### config.mk
export PLATFORM = sky130hd
export DESIGN_NAME = imem_loader
export DESIGN_NICKNAME = d
export VERILOG_FILES = /design/src/rtl/imem_loader.sv
export SDC_FILE = /design/constraint.sdc
export NUM_CORES = 1
export LEC_CHECK = 0
export BUFFER_PORTS_ARGS = -buffer_cell sky130_fd_sc_hd__buf_2
export CORE_ASPECT_RATIO = 1.5
export CORE_MARGIN = 4
export CORE_UTILIZATION = 55
export DETAILED_ROUTE_END_ITERATION = 12
export PLACE_DENSITY = 0.8
export SLEW_MARGIN = 20
export SYNTH_ARGS = -nofsm -noshare
export SYNTH_HDL_FRONTEND = slang
export SYNTH_SLANG_ARGS = --single-unit
### constraint.sdc
create_clock -name clk -period 2.9 [get_ports clk]
set_input_delay 0.29 -clock clk [delete_from_list [all_inputs] [get_ports clk]]
set_output_delay 0.29 -clock clk [all_outputs]
set_load 0.02 [all_outputs]
### src/rtl/imem_loader.sv
// Streams len bytes (0 = 256) into instruction memory from BASE_ADDR while holding the CPU; write appears one cycle after acceptance.
// s_ready depends on state only (LOAD/CHECK); define IMEM_LOADER_CHECKSUM_EN to verify a trailing mod-256 checksum byte.
module imem_loader #(
  parameter logic [7:0] BASE_ADDR = 8'h00
) (
  input  logic       clk,
  input  logic       reset,
  input  logic       start,
  input  logic [7:0] len,
  input  logic [7:0] s_data,
  input  logic       s_valid,
  output logic       s_ready,
  output logic       imem_we,
  output logic [7:0] imem_addr,
  output logic [7:0] imem_wdata,
  output logic       cpu_hold,
  output logic       busy,
  output logic       done,
  output logic       err
);

  typedef enum logic [1:0] {IDLE, LOAD, CHECK, DONE} state_t;

  state_t     state;
  logic [8:0] remaining;
  logic [7:0] addr_cnt;
  logic       accept;

  assign s_ready = (state == LOAD) || (state == CHECK);
  assign busy    = (state == LOAD) || (state == CHECK);
  assign done    = (state == DONE);
  assign accept  = s_valid & s_ready;

`ifdef IMEM_LOADER_CHECKSUM_EN
  logic [7:0] sum;
  logic       err_q;

  assign err = err_q;

  always_ff @(posedge clk or negedge reset) begin
    if (!reset) begin
      sum   <= 8'h00;
      err_q <= 1'b0;
    end else begin
      if (state == IDLE && start) begin
        sum   <= 8'h00;
        err_q <= 1'b0;
      end else if (state == LOAD && accept) begin
        sum <= sum + s_data;
      end else if (state == CHECK && accept && s_data != sum) begin
        err_q <= 1'b1;
      end
    end
  end
`else
  assign err = 1'b0;
`endif

  always_ff @(posedge clk or negedge reset) begin
    if (!reset) begin
      state      <= IDLE;
      remaining  <= 9'd0;
      addr_cnt   <= BASE_ADDR;
      imem_we    <= 1'b0;
      imem_addr  <= BASE_ADDR;
      imem_wdata <= 8'h00;
      cpu_hold   <= 1'b1;
    end else begin
      imem_we <= 1'b0;
      case (state)
        IDLE: begin
          if (start) begin
            state     <= LOAD;
            remaining <= (len == 8'h00) ? 9'd256 : {1'b0, len};
            addr_cnt  <= BASE_ADDR;
            cpu_hold  <= 1'b1;
          end
        end
        LOAD: begin
          if (accept) begin
            imem_we    <= 1'b1;
            imem_addr  <= addr_cnt;
            imem_wdata <= s_data;
            addr_cnt   <= addr_cnt + 8'h01;
            remaining  <= remaining - 9'd1;
            if (remaining == 9'd1) begin
`ifdef IMEM_LOADER_CHECKSUM_EN
              state <= CHECK;
`else
              state    <= DONE;
              cpu_hold <= 1'b0;
`endif
            end
          end
        end
        CHECK: begin
`ifdef IMEM_LOADER_CHECKSUM_EN
          // A bad checksum leaves the CPU held and returns quietly with err set.
          if (accept) begin
            if (s_data == sum) begin
              state    <= DONE;
              cpu_hold <= 1'b0;
            end else begin
              state <= IDLE;
            end
          end
`else
          state <= IDLE;
`endif
        end
        DONE:    state <= IDLE;
        default: state <= IDLE;
      endcase
    end
  end

endmodule

# Word level (Yosys, flattened, before mapping)
# Cells that the tools add are included.
[word_totals]
elab_cells = 43
reg_bits = 37
output_inout_bits = 22
[op_classes]
n_reduce_logical = 9
n_bitwise = 1
addsub = 2
mux = 17
eq_ne = 7
[op_table]
columns = ["operator", "count"]
rows = [
  ["$mux W9", 3],
  ["$pmux W9 S2", 1],
  ["$mux W8", 2],
  ["$pmux W8 S2", 1],
  ["$eq A9 B1 Y1 const B", 1],
  ["$sub A9 B1 Y9 const B", 1],
  ["$add A8 B1 Y8 const B", 1],
  ["$logic_not A8 Y1", 1],
  ["$mux W2", 3],
  ["$pmux W2 S3", 1],
  ["$reduce_and A3 Y1", 2],
  ["$mux W1", 5],
  ["$eq A2 B2 Y1 const B", 2],
  ["$ne A2 B2 Y1 const B", 2],
  ["$reduce_and A4 Y1", 1],
  ["$eq A2 B1 Y1 const B", 1],
  ["$logic_not A2 Y1", 1],
  ["$ne A2 B1 Y1 const B", 1],
  ["$pmux W1 S2", 1],
  ["$reduce_and A2 Y1", 1],
  ["$reduce_bool A2 Y1", 1],
  ["$reduce_or A2 Y1", 1],
  ["$and A1 B1 Y1", 1],
  ["$logic_or A1 B1 Y1", 1],
]

# Logic depth before layout (Yosys ltp)
# Gate-level depths: netlist of run 1.
[logic_depth]
word_depth = 5
depth_mapped = 10
mapped_depth_nobuf = 7

# Least setup slack after synthesis of run 1
# No wires, ideal clock.
[synth_path]
path_type = "register to register"
from = "reg state[1]"
to = "reg addr_cnt[6]"
setup_slack_ns = 1.291
path_stages_with_launch = 9
setup_ns = 0.069
n_path_buf = 1
arrival_time_ns = 1.540
cell_sequence = "dfrtp_1 > inv_1 > ha_1 > buf_6 > nand2_8 > inv_8 > o21ai_2 > or4b_1 > nand3_1"
[synth_between]
elab_chain_cells = 5
elab_cells_between_ends = 10
cone_classes = "eq/ne: 4; mux: 1; bitwise: 1; reduce/logical: 4"
[synth_lines]
columns = ["item", "line", "source"]
rows = [
  ["from (decl)", "24", "state_t state;"],
  ["from (signal assigned)", "61", "state <= IDLE;"],
  ["from (signal assigned)", "73", "state <= LOAD;"],
  ["from (signal assigned)", "90", "state <= DONE;"],
  ["$eq A2 B1 Y1 / $eq A2 B2 Y1 (equally long branches)", "29, 70", ""],
  ["$logic_or A1 B1 Y1", "29", "assign s_ready = (state == LOAD) || (state == CHECK);"],
  ["$and A1 B1 Y1", "32", "assign accept = s_valid & s_ready;"],
  ["$ne A2 B2 Y1 (no line)", "-", ""],
  ["$reduce_and A3 Y1 (no line)", "-", ""],
  ["to (signal assigned)", "84", "addr_cnt <= addr_cnt + 8'h01;"],
  ["to (decl)", "26", "logic [7:0] addr_cnt;"],
]
# Parallel ways exist; a longest one is shown, timed or not.
# A chain may end at the register's enable or synchronous reset.

# Worst setup path after layout of run 1
[layout_path]
from = "reg state[1]"
to = "reg remaining[7]"
[layout_between]
elab_chain_cells = 5
elab_cells_between_ends = 10
cone_classes = "eq/ne: 4; mux: 1; bitwise: 1; reduce/logical: 4"
[layout_lines]
columns = ["item", "line", "source"]
rows = [
  ["$eq A2 B1 Y1 / $eq A2 B2 Y1 (equally long branches)", "29, 70", ""],
  ["$logic_or A1 B1 Y1", "29", ""],
  ["$and A1 B1 Y1", "32", ""],
  ["$ne A2 B2 Y1 (no line)", "-", ""],
  ["$reduce_and A3 Y1 (no line)", "-", ""],
  ["to (signal assigned)", "74", "remaining <= (len == 8'h00) ? 9'd256 : {1'b0, len};"],
  ["to (signal assigned)", "85", "remaining <= remaining - 9'd1;"],
  ["to (decl)", "25", "logic [8:0] remaining;"],
]
# Parallel ways exist; a longest one is shown, timed or not.

==> run_results.csv, run 1 <==
group,metric,value,unit
synthesis,yosysTopAreaCell,"dfrtp_1",
sta,hold_viol,0,
grt,grt_pass1_vias,1522,
pwr,switchingPower,1.07,mW
clock_network,cts_root_buffer,"clkbuf_8",
critical_path,cp-start-kind,"register",
clock_network,path_clk_slew,70,ps
pwr,p_per_area,1130,nW/um2
pwr,combPwrFrac,45.2,%
pwr,p_leak,1.05,nW
grt,grt_pass1_wl,6870,um
critical_path,path_buf_inv,3,
place,portBuffers,40,
die,die_w,56.9,um
sta,fmax,442,MHz
critical_path,cp_slowest_stage_delay,430,ps
synthesis,synthFlopType,"dfrtp_1",
synthesis,mappedNetlistArea,1970,um2
die,dieHeight,81.3,um
detailed_routing,drc,0,
die,start_util,57.7,%
clock_network,ctsHoldBuffers,0,
sta,worst_slew_pin_slew,794,ps
synthesis,yosysSeqAreaShare,47.0,%
pwr,p_sw_share,41.3,%
status,status,"finished, final reports clean",
sta,setup_ws,635,ps
sta,finalSetupViolations,0,
die,io-pin-count,42,
detailed_routing,wl,4000,um
sta,fin_crit,2260,ps
clock_network,ctsLongestPathBuffers,2,
place,dp_hpwl,3000,um
clock_network,htree_levels,2,
critical_path,critPathKind,"register to register",
layout,fillers,288,
synthesis,async_reset_ff_share,100,%
synthesis,yosysWarnings,0,
detailed_routing,avgViaCountPerCell,5.74,
critical_path,arrival,2440,ps
critical_path,critPathMaxFanout,18,
pwr,ir_worst_vdd,0.000752,V
grt,grt_use_total,19.5,%
pwr,internal_power,1.51,mW
critical_path,cp.required,3080,ps
synthesis,synth-edff-count,0,
sta,clock_skew,3.18,ps
critical_path,critPathTopFamily,"compound AO/OA/AOI/OAI gates",
synthesis,syn_inst,188,
clock_network,cts_tree,"built",
synthesis,syn_nets,215,
clock_network,cts_resized,0,
grt,grt-ovfl-total,0,
sta,relSlewSlack,47.1,%
sta,grt_setup_unrepaired,"no",
place,gp_congestion,0.773,
die,num_rows,26,
detailed_routing,via_count,1549,
detailed_routing,postRouteAntennaNets,0,
pwr,clkPwrFrac,17.7,%
detailed_routing,dr.first_iter.drc_count,73,
clock_network,cts_buffers,5,
detailed_routing,post_drt_wl_per_cell,14.8,um
critical_path,cp_common_cell,"buf_4",
layout,fin_nets,254,
pwr,seqPwrFrac,37.1,%
synthesis,yosysUniqueCellTypes,43,
sta,period_share,78.1,%
clock_network,cts_setup_buffers,0,
flow_run,cap_violations,0,
hold_path,hold_class,"input port to asynchronous set/reset pin",
clock_network,insertion_delay,290,ps
layout,drive_gt1_share,31.6,%
grt,antenna_found_initial,0,
synthesis,ys_top_cells_by_area,"dfrtp_1, mux2_2, ha_1, nand2_1, nand3_1",
grt,grt_start_max_net_pins,38,
critical_path,end_kind,"register",
detailed_routing,first_pass_iters,4,
synthesis,synth_top_area_share,45.7,%
die,coreArea,3420,um2
sta,maxSlewViolCount,0,
synthesis,ys_ff_latch,37,
place,post-place-ws,666,ps
synthesis,syn_area_per_cell,10.5,um2
clock_network,cts.sinks,37,
critical_path,critPathSlowestCell,"o21ai_2",
layout,syn2layout_area_growth,16.1,%
die,dieArea,4620,um2
sta,setup_tns,0,ps
critical_path,path_cells,"inv_1, ha_1, buf_4, nor2b_1, o21ai_2, buf_4, a21oi_1, o22a_1",
layout,antennaDiodeCount,0,
## layout make-up
cell class / instances / area, um2 / area share, %
clock inverters: 2 / 37.5 / 1.64
repair buffers: 43 / 223 / 9.74
multi-input cells: 132 / 927 / 40.5
well taps: 42 / 52.6 / 2.30
inverters: 8 / 37.5 / 1.64
flip-flops and latches: 37 / 927 / 40.5
clock buffers: 6 / 82.6 / 3.61
## registers in the layout (all words and copies together), names as in the netlist
register,count
cpu_hold,1
state,2
imem_we,1
imem_wdata,8
remaining,9
addr_cnt,8
imem_addr,8
## final timing paths
check	from	endpoint	slack (ps)	cells after the start
min in group clk	s_data[3]	imem_wdata[3]	230	2
worst min-delay path	reset	remaining[0]	70	1
max in group asynchronous	reset	imem_wdata[2]	2310	1
worst max-delay path	state[1]	remaining[7]	640	8
worst min register to register	cpu_hold	cpu_hold	490	2
worst max register to register	state[1]	remaining[7]	640	8
## metal layers
layer | track usage (%) | part of all wire [%] | vias up
met4 | 9.28 | 2.1 | 0
met2 | 34.1 | 52 | 43
met1 | 21.1 | 39 | 743
met3 | 6.68 | 6.4 | 6
met5 | 0 | 0 | -
li1 | - | - | 757
## power groups by stage
stage | combinational, mW | clock, mW | sequential, mW
floorplan | 0.782 | 0 | 1.06
global placement | 1.14 | 0 | 0.951
detailed placement | 1.18 | 0 | 0.963
CTS | 1.18 | 0.471 | 0.958
global route | 1.29 | 0.498 | 0.997
finish | 1.17 | 0.456 | 0.958
## cells by family (layout without fill, tap and decap cells)
logic type / after synthesis / count (layout) / share of synthesized area [%]
flip-flops: 37 / 37 / 47.0
multiplexers: 16 / 16 / 9.08
AND/OR/NAND/NOR: 69 / 69 / 19.6
AO/OA/AOI/OAI: 39 / 39 / 13.8
buffers and inverters: 19 / 59 / 5.90
other: 1 / 1 / 0.190
adder cells (fa/ha/maj): 7 / 7 / 4.44
## cells in the mapped netlist, types with 2 or more instances
library cell   n
a31oi_1        3
nand4b_1       3
o211ai_1       2
nand3b_1       3
mux2_2        15
o21ai_0       10
a211o_1        2
ha_1           7
inv_1          7
a41oi_1        3
buf_6          3
buf_4          3
buf_2          3
or3_1          2
o22a_1         4
o221ai_1       3
dfrtp_1       36
nor4_1         2
nand2_1       19
and3_1         4
o311ai_0       2
nand3_1       12
nor2_1        11
a21oi_1        5
or4b_1         2
nor2b_1        5
## placed cells by master, fill, tap and decap left out, types with 2 or more instances in the layout
master	synthesis	routed
buf_2	3	40
dfrtp_1	36	36
nand2_1	19	19
mux2_2	15	15
nand3_1	12	12
nor2_1	11	11
o21ai_0	10	10
inv_1	7	7
ha_1	7	7
clkbuf_8	0	6
nor2b_1	5	5
a21oi_1	5	5
o22a_1	4	4
and3_1	4	4
a31oi_1	3	3
nand4b_1	3	3
nand3b_1	3	3
o221ai_1	3	3
a41oi_1	3	3
buf_4	3	3
nor4_1	2	2
a211o_1	2	2
or4b_1	2	2
o311ai_0	2	2
or3_1	2	2
o211ai_1	2	2
## through the flow
step | utilization (%) | hold slack [ps] | total power, mW | instance area, um2 | cells
detailed placement | 63.4 | 422 | 2.14 | 2170 | 262
floorplan | - | -5.59 | 1.84 | 1970 | 188
global route | 67.0 | 139 | 2.78 | 2290 | 270
CTS | 67.0 | 103 | 2.61 | 2290 | 270
finish | 67.0 | 69.5 | 2.58 | 2290 | 270
global placement | 63.4 | 424 | 2.09 | 2170 | 262
Power figures use the tool's default switching activity.
==> run 2: changes to the inputs <==
--- a/config.mk
+++ b/config.mk
@@ -8,9 +8,9 @@
 export BUFFER_PORTS_ARGS = -buffer_cell sky130_fd_sc_hd__buf_2
 export CORE_ASPECT_RATIO = 1.5
 export CORE_MARGIN = 4
-export CORE_UTILIZATION = 55
+export CORE_UTILIZATION = 54
 export DETAILED_ROUTE_END_ITERATION = 12
-export PLACE_DENSITY = 0.8
+export PLACE_DENSITY = 0.79
 export SLEW_MARGIN = 20
 export SYNTH_ARGS = -nofsm -noshare
 export SYNTH_HDL_FRONTEND = slang
==> constraint.sdc (replaced) <==
create_clock -name clk -period 2.4 [get_ports clk]
set_input_delay 0.24 -clock clk [delete_from_list [all_inputs] [get_ports clk]]
set_output_delay 0.24 -clock clk [all_outputs]
set_load 0.02 [all_outputs]
==> run 2 against run 1 <==
Net effect:
- global-route usage shrank 0.70 points
- first-iteration DRC count is 25% lower
- final cell count stayed put
- combinational power rose by 21%
- power up 16%
- die area increased by 1.6%
- sequential share of layout area is 0.61 points higher
- utilization down 1.6 points
- register-to-register slack worse by 110 ps
- critical path type unchanged
- critical endpoint unchanged
==> run_results.csv, run 2 (synthesized netlist as in run 1, its figures left out) <==
group,metric,value,unit
sta,setup_ws,530,ps
clock_network,insertion_delay,290,ps
layout,fin_nets,254,
layout,drive_gt1_share,31.6,%
die,die_w,57.3,um
layout,fin_cells,270,
die,coreArea,3450,um2
sta,setup_tns,0,ps
detailed_routing,wl,3930,um
sta,fin_crit,1870,ps
sta,fmax,535,MHz
critical_path,cp-start-kind,"register",
place,dpl.cell_count,262,
status,status,"finished, final reports clean",
place,dp_hpwl,2830,um
clock_network,htree_levels,2,
sta,relSlewSlack,46.2,%
sta,grt_setup_unrepaired,"no",
grt,grt-ovfl-total,0,
die,io-pin-count,42,
layout,largest_reg_flops,9,
grt,grt_use_total,18.8,%
clock_network,cts_resized,0,
pwr,p_per_area,1320,nW/um2
clock_network,cts.sinks,37,
layout,largest_register,"remaining",
clock_network,cts_tree,"built",
critical_path,critPathKind,"register to register",
layout,final_cell_mix,"buf_2, dfrtp_1, nand2_1",
layout,final_common_cell,"buf_2",
detailed_routing,dr.first_iter.drc_count,55,
grt,grt_pass1_wl,6760,um
clock_network,ctsHoldBuffers,0,
sta,clock_skew,6.34,ps
detailed_routing,postRouteAntennaNets,0,
pwr,ir_worst_vdd,0.000932,V
critical_path,r2r_slack,530,ps
detailed_routing,first_pass_iters,4,
critical_path,reg2reg_depth,8,
die,num_rows,26,
critical_path,r2r-end,"remaining[7]",
sta,maxSlewViolCount,0,
clock_network,cts_root_buffer,"clkbuf_8",
grt,grt_pass1_vias,1487,
layout,final_area,2250,um2
clock_network,cts_buffers,5,
detailed_routing,post_drt_wl_per_cell,14.6,um
die,dieHeight,82.0,um
die,start_util,57.1,%
grt,antenna_found_initial,0,
sta,hold_viol,0,
critical_path,arrival,2060,ps
detailed_routing,via_count,1528,
place,gp_congestion,0.758,
flow_run,cap_violations,0,
hold_path,hold_class,"input port to asynchronous set/reset pin",
sta,worst_slew_pin_slew,806,ps
layout,fin_util,65.3,%
critical_path,cp.required,2590,ps
pwr,p_leak,1.04,nW
critical_path,r2r-start,"state[1]",
sta,finalSetupViolations,0,
detailed_routing,avgViaCountPerCell,5.66,
place,postPlaceCellArea,2170,um2
critical_path,end_kind,"register",
clock_network,cts_setup_buffers,0,
detailed_routing,drc,0,
place,post-place-ws,521,ps
grt,grt_start_max_net_pins,44,
place,portBuffers,40,
layout,syn2layout_area_growth,14.3,%
sta,period_share,77.9,%
critical_path,critPathMaxFanout,18,
clock_network,path_clk_slew,80,ps
critical_path,cp-startpoint,"state[1]",
layout,antennaDiodeCount,0,
die,dieArea,4700,um2
clock_network,ctsLongestPathBuffers,2,
[run 2: cell types whose count changed in the layout (fill, tap and decap cells not counted)]
cell,delta
clkinv_2,+2
bufinv_16,-1
clkbuf_8,-1
[run 2: worst max-delay path by stage]
stage | end | slack (ps) | cells past startpoint
after floorplan | addr_cnt[6] | 790 | 8
after global placement | remaining[7] | 580 | 8
after detailed placement | remaining[7] | 520 | 8
after CTS | remaining[7] | 520 | 8
after global routing | remaining[7] | 410 | 8
final | remaining[7] | 530 | 8
[run 2: layout make-up]
| class | count | area, um2 |
|---|---|---|
| Inverter | 8 | 37.5 |
| Timing Repair Buffer | 43 | 223 |
| Clock buffer | 5 | 68.8 |
| Sequential cell | 37 | 927 |
| Clock inverter | 3 | 17.5 |
| Multi-Input combinational cell | 132 | 927 |
| Fill cell | 298 | 1190 |
| Tap cell | 42 | 52.6 |
[run 2: power breakdown]
| group | switching, mW | internal, mW |
|---|---|---|
| clock | 0.225 | 0.200 |
| combinational | 0.823 | 0.584 |
| sequential | 0.241 | 0.910 |
| total | 1.29 | 1.69 |
[run 2: routing by layer]
layer	vias to the layer above	GRT usage, %	share of wire (%)
met1	715	21.7	41
met3	8	6.13	7.3
met5	-	0	0
li1	757	-	-
met4	0	7.66	1.8
met2	48	32.2	50
[run 2: worst max-delay path: stages (launching register included)]
cell and delay, ps:
dfrtp_1 350, inv_1 80, ha_1 270, nand2_8 140, inv_8 60, o21ai_2 310
buf_4 290, a21oi_1 60, o22a_1 200
[run 2: through the flow]
stage | hold slack (ps) | power (mW)
CTS | 53.3 | 3.01
floorplan | -55.6 | 2.22
detailed placement | 374 | 2.57
finish | 25.8 | 2.98
global placement | 378 | 2.54
global route | 91.8 | 3.23
==> run 3: changes to the inputs <==
--- a/config.mk
+++ b/config.mk
@@ -8,9 +8,9 @@
 export BUFFER_PORTS_ARGS = -buffer_cell sky130_fd_sc_hd__buf_2
 export CORE_ASPECT_RATIO = 1.5
 export CORE_MARGIN = 4
-export CORE_UTILIZATION = 54
+export CORE_UTILIZATION = 49
 export DETAILED_ROUTE_END_ITERATION = 12
-export PLACE_DENSITY = 0.79
+export PLACE_DENSITY = 0.76
 export SLEW_MARGIN = 20
 export SYNTH_ARGS = -nofsm -noshare
 export SYNTH_HDL_FRONTEND = slang
==> constraint.sdc (replaced) <==
create_clock -name clk -period 1.65 [get_ports clk]
set_input_delay 0.165 -clock clk [delete_from_list [all_inputs] [get_ports clk]]
set_output_delay 0.165 -clock clk [all_outputs]
set_load 0.02 [all_outputs]
==> run 3 against run 2 <==
Net effect:
- clock skew grew 1.6 ps
- clock power grew 87%
- utilization shrank 1.1 points
- critical path type unchanged
==> run_results.csv, run 3 (synthesized netlist as in run 1, its figures left out) <==
group,metric,value,unit
layout,final_cell_mix,"buf_2, dfrtp_1, nand2_1",
detailed_routing,via_count,1676,
clock_network,htree_levels,2,
critical_path,critPathKind,"register to register",
detailed_routing,postRouteAntennaNets,0,
detailed_routing,first_pass_iters,4,
grt,grt_start_max_net_pins,26,
critical_path,arrival,1810,ps
layout,drive_gt1_share,41.3,%
sta,finalSetupViolations,0,
pwr,p_leak,1.16,nW
clock_network,ctsLongestPathBuffers,2,
layout,fin_util,64.3,%
sta,fmax,631,MHz
critical_path,critPathMaxFanout,6,
layout,fin_cells,292,
clock_network,cts_buffers,5,
detailed_routing,avgViaCountPerCell,5.74,
place,gp_congestion,0.837,
clock_network,path_clk_slew,80,ps
sta,maxSlewViolCount,0,
die,num_rows,28,
critical_path,cp_slowest_stage_delay,500,ps
flow_run,cap_violations,0,
die,dieArea,5120,um2
detailed_routing,drc,0,
critical_path,cp.required,1870,ps
critical_path,critPathTopFamily,"simple AND/OR/NAND/NOR gates",
critical_path,cp-start-kind,"register",
critical_path,path_buf_inv,2,
die,die_w,59.8,um
critical_path,end_kind,"register",
clock_network,cts_tree,"built",
grt,grt_pass1_wl,7520,um
die,start_util,50.2,%
layout,largest_register,"remaining",
die,coreArea,3920,um2
layout,largest_reg_flops,9,
detailed_routing,dr.first_iter.drc_count,26,
die,dieHeight,85.7,um
grt,antenna_found_initial,0,
pwr,ir_worst_vdd,0.00156,V
sta,hold_viol,0,
clock_network,insertion_delay,290,ps
place,portBuffers,40,
clock_network,cts.sinks,37,
status,status,"finished, final reports clean",
sta,fin_crit,1580,ps
place,dpl.cell_count,277,
sta,period_share,96.0,%
critical_path,critPathSlowestCell,"or4b_1",
place,dp_hpwl,3170,um
detailed_routing,wl,4380,um
detailed_routing,post_drt_wl_per_cell,15.0,um
hold_path,hold_class,"input port to register",
die,io-pin-count,42,
critical_path,path_cells,"inv_4, ha_4, nand2_8, inv_8, o21ai_4, or4b_1, nand3_1",
layout,fin_nets,273,
grt,grt_use_total,18.7,%
grt,grt_pass1_vias,1696,
clock_network,cts_root_buffer,"clkbuf_8",
grt,grt-ovfl-total,0,
layout,syn2layout_area_growth,28.0,%
sta,clock_skew,7.93,ps
layout,final_common_cell,"buf_2",
pwr,p_per_area,1970,nW/um2
layout,antennaDiodeCount,0,
[run 3: cell count changes in the layout (fill, tap and decap cells not counted), sizes merged]
cell         previous run  this run
buf                    43        61
bufinv                  0         1
clkinv                  2         1
dlygate4sd3             0         1
[run 3: metal layers]
metal | up-vias | GRT usage, % | share of wire [%]
met5 | - | 0 | 0
li1 | 798 | - | -
met4 | 0 | 8.27 | 2.5
met1 | 812 | 21.8 | 40
met2 | 53 | 31.8 | 52
met3 | 13 | 4.07 | 5.6
[run 3: final cells by class]
| type | instances | area, um2 |
|---|---|---|
| Timing Repair Buffer | 62 | 395 |
| Clock buffer | 5 | 68.8 |
| Clock inverter | 3 | 46.3 |
| Tap cell | 45 | 56.3 |
| Fill cell | 320 | 1400 |
| Sequential cell | 37 | 930 |
| Multi-Input combinational cell | 132 | 986 |
| Inverter | 8 | 40.0 |
[run 3: power breakdown]
part           switching (mW)  internal [mW]
Combinational            1.32           1.16
Sequential              0.369           1.33
Clock                   0.344          0.452
[run 3: worst paths after layout]
check                          start             to  slack [ps]  depth (start not counted)
max in group asynchronous      reset       cpu_hold         750                          3
max                         state[1]    addr_cnt[6]          70                          7
min                        s_data[0]  imem_wdata[0]         100                          2
max reg2reg                 state[1]    addr_cnt[6]          70                          7
min reg2reg                 cpu_hold       cpu_hold         490                          2
min in group asynchronous      reset  imem_wdata[2]         360                          2
[run 3: timing repair]
action / in CTS / in global routing
hold endpoints to repair: 19 / 0
buffers inserted: 4 / 2
endpoints found under the setup margin: 12 / 12
gates resized for setup: 11 / 12
pin swaps: 2 / 3
hold buffers: 1 / 0
[run 3: through the flow]
step	area, um2	hold slack, ps	worst slack, ps	power [mW]	TNS, ps
2_1_floorplan	1970	-131	40.7	3.23	0
3_3_place_gp	2270	143	-97.8	3.86	-333
3_5_place_dp	2270	145	-151	3.94	-851
4_1_cts	2480	96.0	16.6	4.94	0
5_1_grt	2520	97.4	-25.7	5.34	-31.9
6_report	2520	102	66.4	4.97	0
